File: src/rtl/mem_arb_pkg.sv
// Shared types and constants for the instruction/data memory arbiter.
package mem_arb_pkg;

   localparam int WORD_W   = 32;
   localparam int STREAK_W = 4;
   localparam int WAIT_W   = 8;

   // Read data handed back when a transaction is abandoned for lack of an ack.
   localparam logic [WORD_W-1:0] ABORT_RDATA = '0;

   typedef enum logic [1:0] {
      IDLE   = 2'd0,
      BUSY_I = 2'd1,
      BUSY_D = 2'd2,
      RESP   = 2'd3
   } arb_state_t;

endpackage

File: src/rtl/mem_arbiter_if.sv
// Bundle of client (instruction refill, data) and shared-memory signals around the arbiter.
interface mem_arbiter_if;
   import mem_arb_pkg::*;

   logic              i_req;
   logic [WORD_W-1:0] i_addr;
   logic [WORD_W-1:0] i_rdata;
   logic              i_ready;

   logic              d_req;
   logic              d_we;
   logic [WORD_W-1:0] d_addr;
   logic [WORD_W-1:0] d_wdata;
   logic [WORD_W-1:0] d_rdata;
   logic              d_ready;

   logic              mem_req;
   logic              mem_we;
   logic [WORD_W-1:0] mem_addr;
   logic [WORD_W-1:0] mem_wdata;
   logic [WORD_W-1:0] mem_rdata;
   logic              mem_ack;

   logic              err;

   // The arbiter serves the clients and drives the memory side.
   modport slave (
      input  i_req, i_addr, d_req, d_we, d_addr, d_wdata, mem_rdata, mem_ack,
      output i_rdata, i_ready, d_rdata, d_ready, mem_req, mem_we, mem_addr, mem_wdata, err
   );

   modport master (
      output i_req, i_addr, d_req, d_we, d_addr, d_wdata, mem_rdata, mem_ack,
      input  i_rdata, i_ready, d_rdata, d_ready, mem_req, mem_we, mem_addr, mem_wdata, err
   );

endinterface

File: src/rtl/mem_arb_pick.sv
// Combinational grant decision: data wins unless it has already starved a waiting refill.
module mem_arb_pick
   import mem_arb_pkg::*;
#(
   parameter int D_STREAK = 4
) (
   input  logic                i_req,
   input  logic                d_req,
   input  logic [STREAK_W-1:0] streak,
   output logic                grant_i,
   output logic                grant_d
);

   logic limit_hit;

   assign limit_hit = i_req && (streak == STREAK_W'(D_STREAK));
   assign grant_d   = d_req && !limit_hit;
   assign grant_i   = i_req && !grant_d;

endmodule

File: src/rtl/mem_arbiter.sv
// Shares one multi-cycle memory port between instruction refills and data accesses.
// State advances on the falling clock edge to line up with the pipeline registers.
module mem_arbiter
   import mem_arb_pkg::*;
#(
   parameter int D_STREAK = 4,
   parameter int TIMEOUT  = 64
) (
   input logic          clk,
   input logic          reset,
   mem_arbiter_if.slave bus
);

   arb_state_t          state;
   arb_state_t          state_nx;
   logic [STREAK_W-1:0] streak;
   logic [WAIT_W-1:0]   wait_cnt;
   logic                owner_d;
   logic                we_q;
   logic                err_q;
   logic [WORD_W-1:0]   addr_q;
   logic [WORD_W-1:0]   wdata_q;
   logic [WORD_W-1:0]   i_rdata_q;
   logic [WORD_W-1:0]   d_rdata_q;
   logic [WORD_W-1:0]   done_rdata;

   logic grant_i;
   logic grant_d;
   logic take_i;
   logic take_d;
   logic busy;
   logic ack_hit;
   logic time_up;

   mem_arb_pick #(
      .D_STREAK (D_STREAK)
   ) u_pick (
      .i_req   (bus.i_req),
      .d_req   (bus.d_req),
      .streak  (streak),
      .grant_i (grant_i),
      .grant_d (grant_d)
   );

   assign busy    = (state == BUSY_I) || (state == BUSY_D);
   assign take_i  = (state == IDLE) && grant_i;
   assign take_d  = (state == IDLE) && grant_d;
   assign ack_hit = busy && bus.mem_ack;
   assign time_up = busy && !bus.mem_ack && (wait_cnt == WAIT_W'(TIMEOUT - 1));

   // Writes complete with zero read data rather than whatever the memory drove.
   assign done_rdata = we_q ? '0 : bus.mem_rdata;

   always_ff @(negedge clk or posedge reset) begin
      if (reset) begin
         state <= IDLE;
      end else begin
         state <= state_nx;
      end
   end

   always_comb begin
      state_nx = state;
      unique case (state)
         IDLE: begin
            if (take_d) begin
               state_nx = BUSY_D;
            end else if (take_i) begin
               state_nx = BUSY_I;
            end
         end
         BUSY_I, BUSY_D: begin
            if (ack_hit || time_up) begin
               state_nx = RESP;
            end
         end
         RESP:    state_nx = IDLE;
         default: state_nx = IDLE;
      endcase
   end

   // Request fields are frozen at grant so client changes mid-transaction are ignored.
   always_ff @(negedge clk or posedge reset) begin
      if (reset) begin
         streak    <= '0;
         wait_cnt  <= '0;
         owner_d   <= 1'b0;
         we_q      <= 1'b0;
         err_q     <= 1'b0;
         addr_q    <= '0;
         wdata_q   <= '0;
         i_rdata_q <= '0;
         d_rdata_q <= '0;
      end else if (take_d) begin
         addr_q   <= bus.d_addr;
         wdata_q  <= bus.d_wdata;
         we_q     <= bus.d_we;
         owner_d  <= 1'b1;
         wait_cnt <= '0;
         streak   <= bus.i_req ? streak + 1'b1 : '0;
      end else if (take_i) begin
         addr_q   <= bus.i_addr;
         wdata_q  <= '0;
         we_q     <= 1'b0;
         owner_d  <= 1'b0;
         wait_cnt <= '0;
         streak   <= '0;
      end else if (ack_hit) begin
         if (owner_d) begin
            d_rdata_q <= done_rdata;
         end else begin
            i_rdata_q <= done_rdata;
         end
      end else if (time_up) begin
         err_q <= 1'b1;
         if (owner_d) begin
            d_rdata_q <= ABORT_RDATA;
         end else begin
            i_rdata_q <= ABORT_RDATA;
         end
      end else if (busy) begin
         wait_cnt <= wait_cnt + 1'b1;
      end
   end

   assign bus.mem_req   = busy;
   assign bus.mem_we    = busy && we_q;
   assign bus.mem_addr  = addr_q;
   assign bus.mem_wdata = wdata_q;
   assign bus.i_ready   = (state == RESP) && !owner_d;
   assign bus.d_ready   = (state == RESP) && owner_d;
   assign bus.i_rdata   = i_rdata_q;
   assign bus.d_rdata   = d_rdata_q;
   assign bus.err       = err_q;

endmodule

File: src/flat_wrapper.sv
// flat-port wrapper written by rule: the top's interface ports become plain ports
module mem_arbiter_flat import mem_arb_pkg::*;
#(
   parameter int D_STREAK = 4,
   parameter int TIMEOUT  = 64
)
  (clk, reset, bus_i_req, bus_i_addr, bus_d_req, bus_d_we, bus_d_addr, bus_d_wdata, bus_mem_rdata, bus_mem_ack, bus_i_rdata, bus_i_ready, bus_d_rdata, bus_d_ready, bus_mem_req, bus_mem_we, bus_mem_addr, bus_mem_wdata, bus_err);
  mem_arbiter_if bus_i ();
  input logic clk;
  input logic reset;
  input wire logic [$bits(bus_i.i_req)-1:0] bus_i_req;
  input wire logic [$bits(bus_i.i_addr)-1:0] bus_i_addr;
  input wire logic [$bits(bus_i.d_req)-1:0] bus_d_req;
  input wire logic [$bits(bus_i.d_we)-1:0] bus_d_we;
  input wire logic [$bits(bus_i.d_addr)-1:0] bus_d_addr;
  input wire logic [$bits(bus_i.d_wdata)-1:0] bus_d_wdata;
  input wire logic [$bits(bus_i.mem_rdata)-1:0] bus_mem_rdata;
  input wire logic [$bits(bus_i.mem_ack)-1:0] bus_mem_ack;
  output wire logic [$bits(bus_i.i_rdata)-1:0] bus_i_rdata;
  output wire logic [$bits(bus_i.i_ready)-1:0] bus_i_ready;
  output wire logic [$bits(bus_i.d_rdata)-1:0] bus_d_rdata;
  output wire logic [$bits(bus_i.d_ready)-1:0] bus_d_ready;
  output wire logic [$bits(bus_i.mem_req)-1:0] bus_mem_req;
  output wire logic [$bits(bus_i.mem_we)-1:0] bus_mem_we;
  output wire logic [$bits(bus_i.mem_addr)-1:0] bus_mem_addr;
  output wire logic [$bits(bus_i.mem_wdata)-1:0] bus_mem_wdata;
  output wire logic [$bits(bus_i.err)-1:0] bus_err;
  assign bus_i.i_req = bus_i_req;
  assign bus_i.i_addr = bus_i_addr;
  assign bus_i.d_req = bus_d_req;
  assign bus_i.d_we = bus_d_we;
  assign bus_i.d_addr = bus_d_addr;
  assign bus_i.d_wdata = bus_d_wdata;
  assign bus_i.mem_rdata = bus_mem_rdata;
  assign bus_i.mem_ack = bus_mem_ack;
  assign bus_i_rdata = bus_i.i_rdata;
  assign bus_i_ready = bus_i.i_ready;
  assign bus_d_rdata = bus_i.d_rdata;
  assign bus_d_ready = bus_i.d_ready;
  assign bus_mem_req = bus_i.mem_req;
  assign bus_mem_we = bus_i.mem_we;
  assign bus_mem_addr = bus_i.mem_addr;
  assign bus_mem_wdata = bus_i.mem_wdata;
  assign bus_err = bus_i.err;
  mem_arbiter #(.D_STREAK(D_STREAK), .TIMEOUT(TIMEOUT)) u_core (.clk(clk), .reset(reset), .bus(bus_i));
endmodule
File: config.mk
export PLATFORM = sky130hd
export DESIGN_NAME = mem_arbiter_flat
export DESIGN_NICKNAME = d
export VERILOG_FILES = /design/src/rtl/mem_arb_pkg.sv /design/src/rtl/mem_arbiter_if.sv /design/src/rtl/mem_arb_pick.sv /design/src/rtl/mem_arbiter.sv /design/src/flat_wrapper.sv
export SDC_FILE = /design/constraint.sdc
export NUM_CORES = 1
export LEC_CHECK = 0
export ABC_AREA = 1
export BUFFER_PORTS_ARGS = -buffer_cell sky130_fd_sc_hd__buf_2
export CELL_PAD_IN_SITES_DETAIL_PLACEMENT = 0
export CELL_PAD_IN_SITES_GLOBAL_PLACEMENT = 1
export CORE_UTILIZATION = 36
export DETAILED_ROUTE_END_ITERATION = 7
export HOLD_SLACK_MARGIN = 0.08
export PLACE_DENSITY_LB_ADDON = 0.12
export SETUP_SLACK_MARGIN = 0.3
export SYNTH_ARGS = -nofsm -noshare
export SYNTH_HDL_FRONTEND = slang
export SYNTH_SLANG_ARGS = --single-unit
export TNS_END_PERCENT = 10
File: constraint.sdc
create_clock -name clk -period 4.85 [get_ports clk]
set_input_delay 0.485 -clock clk [delete_from_list [all_inputs] [get_ports clk]]
set_output_delay 0.485 -clock clk [all_outputs]
set_load 0.02 [all_outputs]
==> results.yml <==
run_status:
  status: "finished clean"
routing:
  avgRoutedWirePerCell_um: 15.6
  via_per_inst: 4.75
  vias: 5288
  drt_wl_total_mm: 17.4
  drt-initial-drc-count: 159
  firstDrtPassIters: 4
  ant_nets: 0
  drcViolationCount: 0
die:
  pin_count: 267
  die_w_um: 135
  die_y_um: 135
  start_util_pct: 36.7
  fp.coreArea_um2: 17300
  placementRows: 48
  dieArea_um2: 18200
placement:
  dpl_cell_area_um2: 7880
  gp_congestion: 0.791
  dpl.hpwl_mm: 12.3
  pre_cts_ws_ns: 0.438
  port_buffers: 266
logic_synthesis:
  syn_area_per_cell_um2: 10.4
  synth_area_leaders: "dfrtn_1 (57%), o21ai_2 (7.6%), nand2_1 (6.6%)"
  ys_warn_count: 0
  synth_area_um2: 6360
  netlist_instances: 614
  syn-num-nets: 754
  yosysTopAreaCellShare_pct: 57.1
  ys_ff_latch: 145
  synth_top_cell_by_area: "dfrtn_1"
  synth-seq-area-share_pct: 57.1
  ys_types: 27
critical_path:
  cp_common_cell: "inv_1"
  crit_buf_inv: 3
  critical_path_class: "register to primary output"
  crit_fanout: 5
  path_cells: "inv_1 -> ha_2 -> nand2_1 -> inv_1 -> buf_2"
  end_kind: "primary output"
  cpMaxStageDelayCell: "dfrtn_1"
  arrival_ns: 3.99
  timing.rr.end: "u_core.bus.d_rdata[30]$_DFFE_NP0P_"
  ff2ff_path_depth: 10
  r2r_start: "u_core.state[1]$_DFFE_NP0P_"
  ff2ff_setup_slack_ns: 2.66
  cp_top_family: "flip-flops"
  cp-start-kind: "register"
  worst_path_largest_cell_delay_ns: 0.44
  crit_required_ns: 4.37
global_routing:
  grt_pass1_wl_mm: 27.8
  antenna_found_initial: 0
  grt_overflow: 0
  grt_start_max_net_pins: 72
  grtUsageTotal_pct: 19.8
  grt_pass1_vias: 5364
job:
  cap_violations: 0
power:
  p_per_area_nw_per_um2: 712
  peakVddDrop_uv: 274
  power_mw: 6.06
  p_leak_nw: 4.32
layout:
  area_delta_synth_final_pct: 33.9
  layout_commonest_cell: "buf_2"
  stdcell_area_um2: 8510
  finalNetCount: 1015
  fill_cells: 1678
  diodes: 0
  mostFrequentLayoutCells: "buf_2 (266), dfrtn_1 (145), nand2_1 (112), a21oi_1 (69), o21ai_2 (55)"
  drive_gt1_share_pct: 48.4
  final_util_pct: 49.2
timing:
  skew_ns: 0.00820
  rsz0062_at_grt: "false"
  slew_violations: 0
  fin_ws_ns: 0.375
  relSlewSlack_pct: 47.2
  hold_viol: 0
  worstMarginPinSlew_ns: 0.792
  setup_viol: 0
  tns_ns: 0
clock_network:
  clkLatencyLatePin_ns: 0.39
  clock-sinks: 145
  clk_pin_slew_ns: 0.04
  cts_tree: "done"
  clock-root-buffer: "clkbuf_16"
  htree_levels: 4
  clock_path_buffers: 2
  hold_buffers: 0
  cts_buffers: 17
worst_hold_path:
  hold_start: "u_core.bus.d_rdata[29]$_DFFE_NP0P_"
  whs_path_depth: 2
  hold_path.class: "register to register"
  hold_end: "u_core.bus.d_rdata[29]$_DFFE_NP0P_"
## state kept, by name, indices dropped and copies added, names as in the netlist
signal / flops
u_core.bus.i_rdata: 32
u_core.state: 2
u_core.bus.mem_addr: 32
u_core.bus.mem_wdata: 32
u_core.bus.d_rdata: 32
u_core.we_q: 1
u_core.bus.err: 1
u_core.streak: 4
u_core.owner_d: 1
u_core.wait_cnt: 8
## synthesized netlist by cell type
cell / n
dfrtn_1: 145
nand2_1: 112
a21oi_1: 69
o21ai_2: 55
nand2_2: 48
nor2_1: 45
a22o_1: 33
inv_1: 19
buf_2: 16
o21ai_1: 15
buf_6: 13
buf_4: 7
ha_1: 6
inv_2: 5
nand3_1: 5
nand4_1: 3
o21ai_0: 3
nand2_4: 2
nand3_2: 2
nand3_4: 2
nor2_2: 2
o21bai_1: 2
clkbuf_1: 1
nor2_4: 1
o22ai_1: 1
xnor2_1: 1
xor2_1: 1
## what timing repair did
item                       CTS  global route
resized for setup            0             1
buffers inserted             0             0
setup endpoints to repair    0             1
## tightest hold or removal path, delay by kind of cell, from the launching register on
family | cells | cell delay [ns]
simple gates | 1 | 0.06
compound gates | 1 | 0.05
flops | 1 | 0.40
## kinds of logic after synthesis
| kind of cell | count (synthesis) | share of synthesized area (%) |
|---|---|---|
| AND/OR/NAND/NOR | 222 | 16.3 |
| AO/OA/AOI/OAI | 178 | 19.3 |
| flip-flops | 145 | 57.1 |
| buffers and inverters | 61 | 5.87 |
| adder cells (fa/ha/maj) | 6 | 1.18 |
| XOR/XNOR | 2 | 0.276 |
## where the power goes
part	switching, mW	internal, mW
Clock	0.518	0.876
Sequential	0.295	1.74
Combinational	1.74	0.896
## routing by layer
metal	global-route usage, %	wire [um]
met1	25.1	7600
met2	32.2	8240
met3	6.12	1380
met4	6.18	194
met5	0	0
## per-stage QoR
stage | std cells | hold WS (ns)
2_1_floorplan | 614 | 0.418
3_3_place_gp | 1081 | 0.420
3_5_place_dp | 1081 | 0.427
4_1_cts | 1113 | 0.428
5_1_grt | 1113 | 0.444
6_report | 1113 | 0.424
## layout make-up
cell class              count  area (um^2)  area share, %
flip-flops and latches    145         3630           42.6
well taps                 225          282           3.31
repair buffers            279         1520           17.8
multi-input cells         408         2360           27.8
clock inverters            13          185           2.18
clock buffers              19          443           5.20
inverters                  24         93.8           1.10
## worst max-delay path by stage
stage,startpoint,to,slack (ns),depth (start not counted)
finish,u_core.state[1]$_DFFE_NP0P_,bus_mem_we,0.38,5
global route,u_core.state[0]$_DFFE_NP0P_,bus_mem_we,0.31,5
CTS,u_core.state[1]$_DFFE_NP0P_,bus_mem_we,0.31,5
detailed placement,bus_i_req,u_core.bus.mem_addr[29]$_DFFE_NP0P_,0.44,7
global placement,bus_i_req,u_core.wait_cnt[0]$_DFFE_NP0P_,0.46,7
floorplan,reset,u_core.bus.d_rdata[0]$_DFFE_NP0P_,0.23,1
No activity file was read; power rests on OpenSTA's default activity.
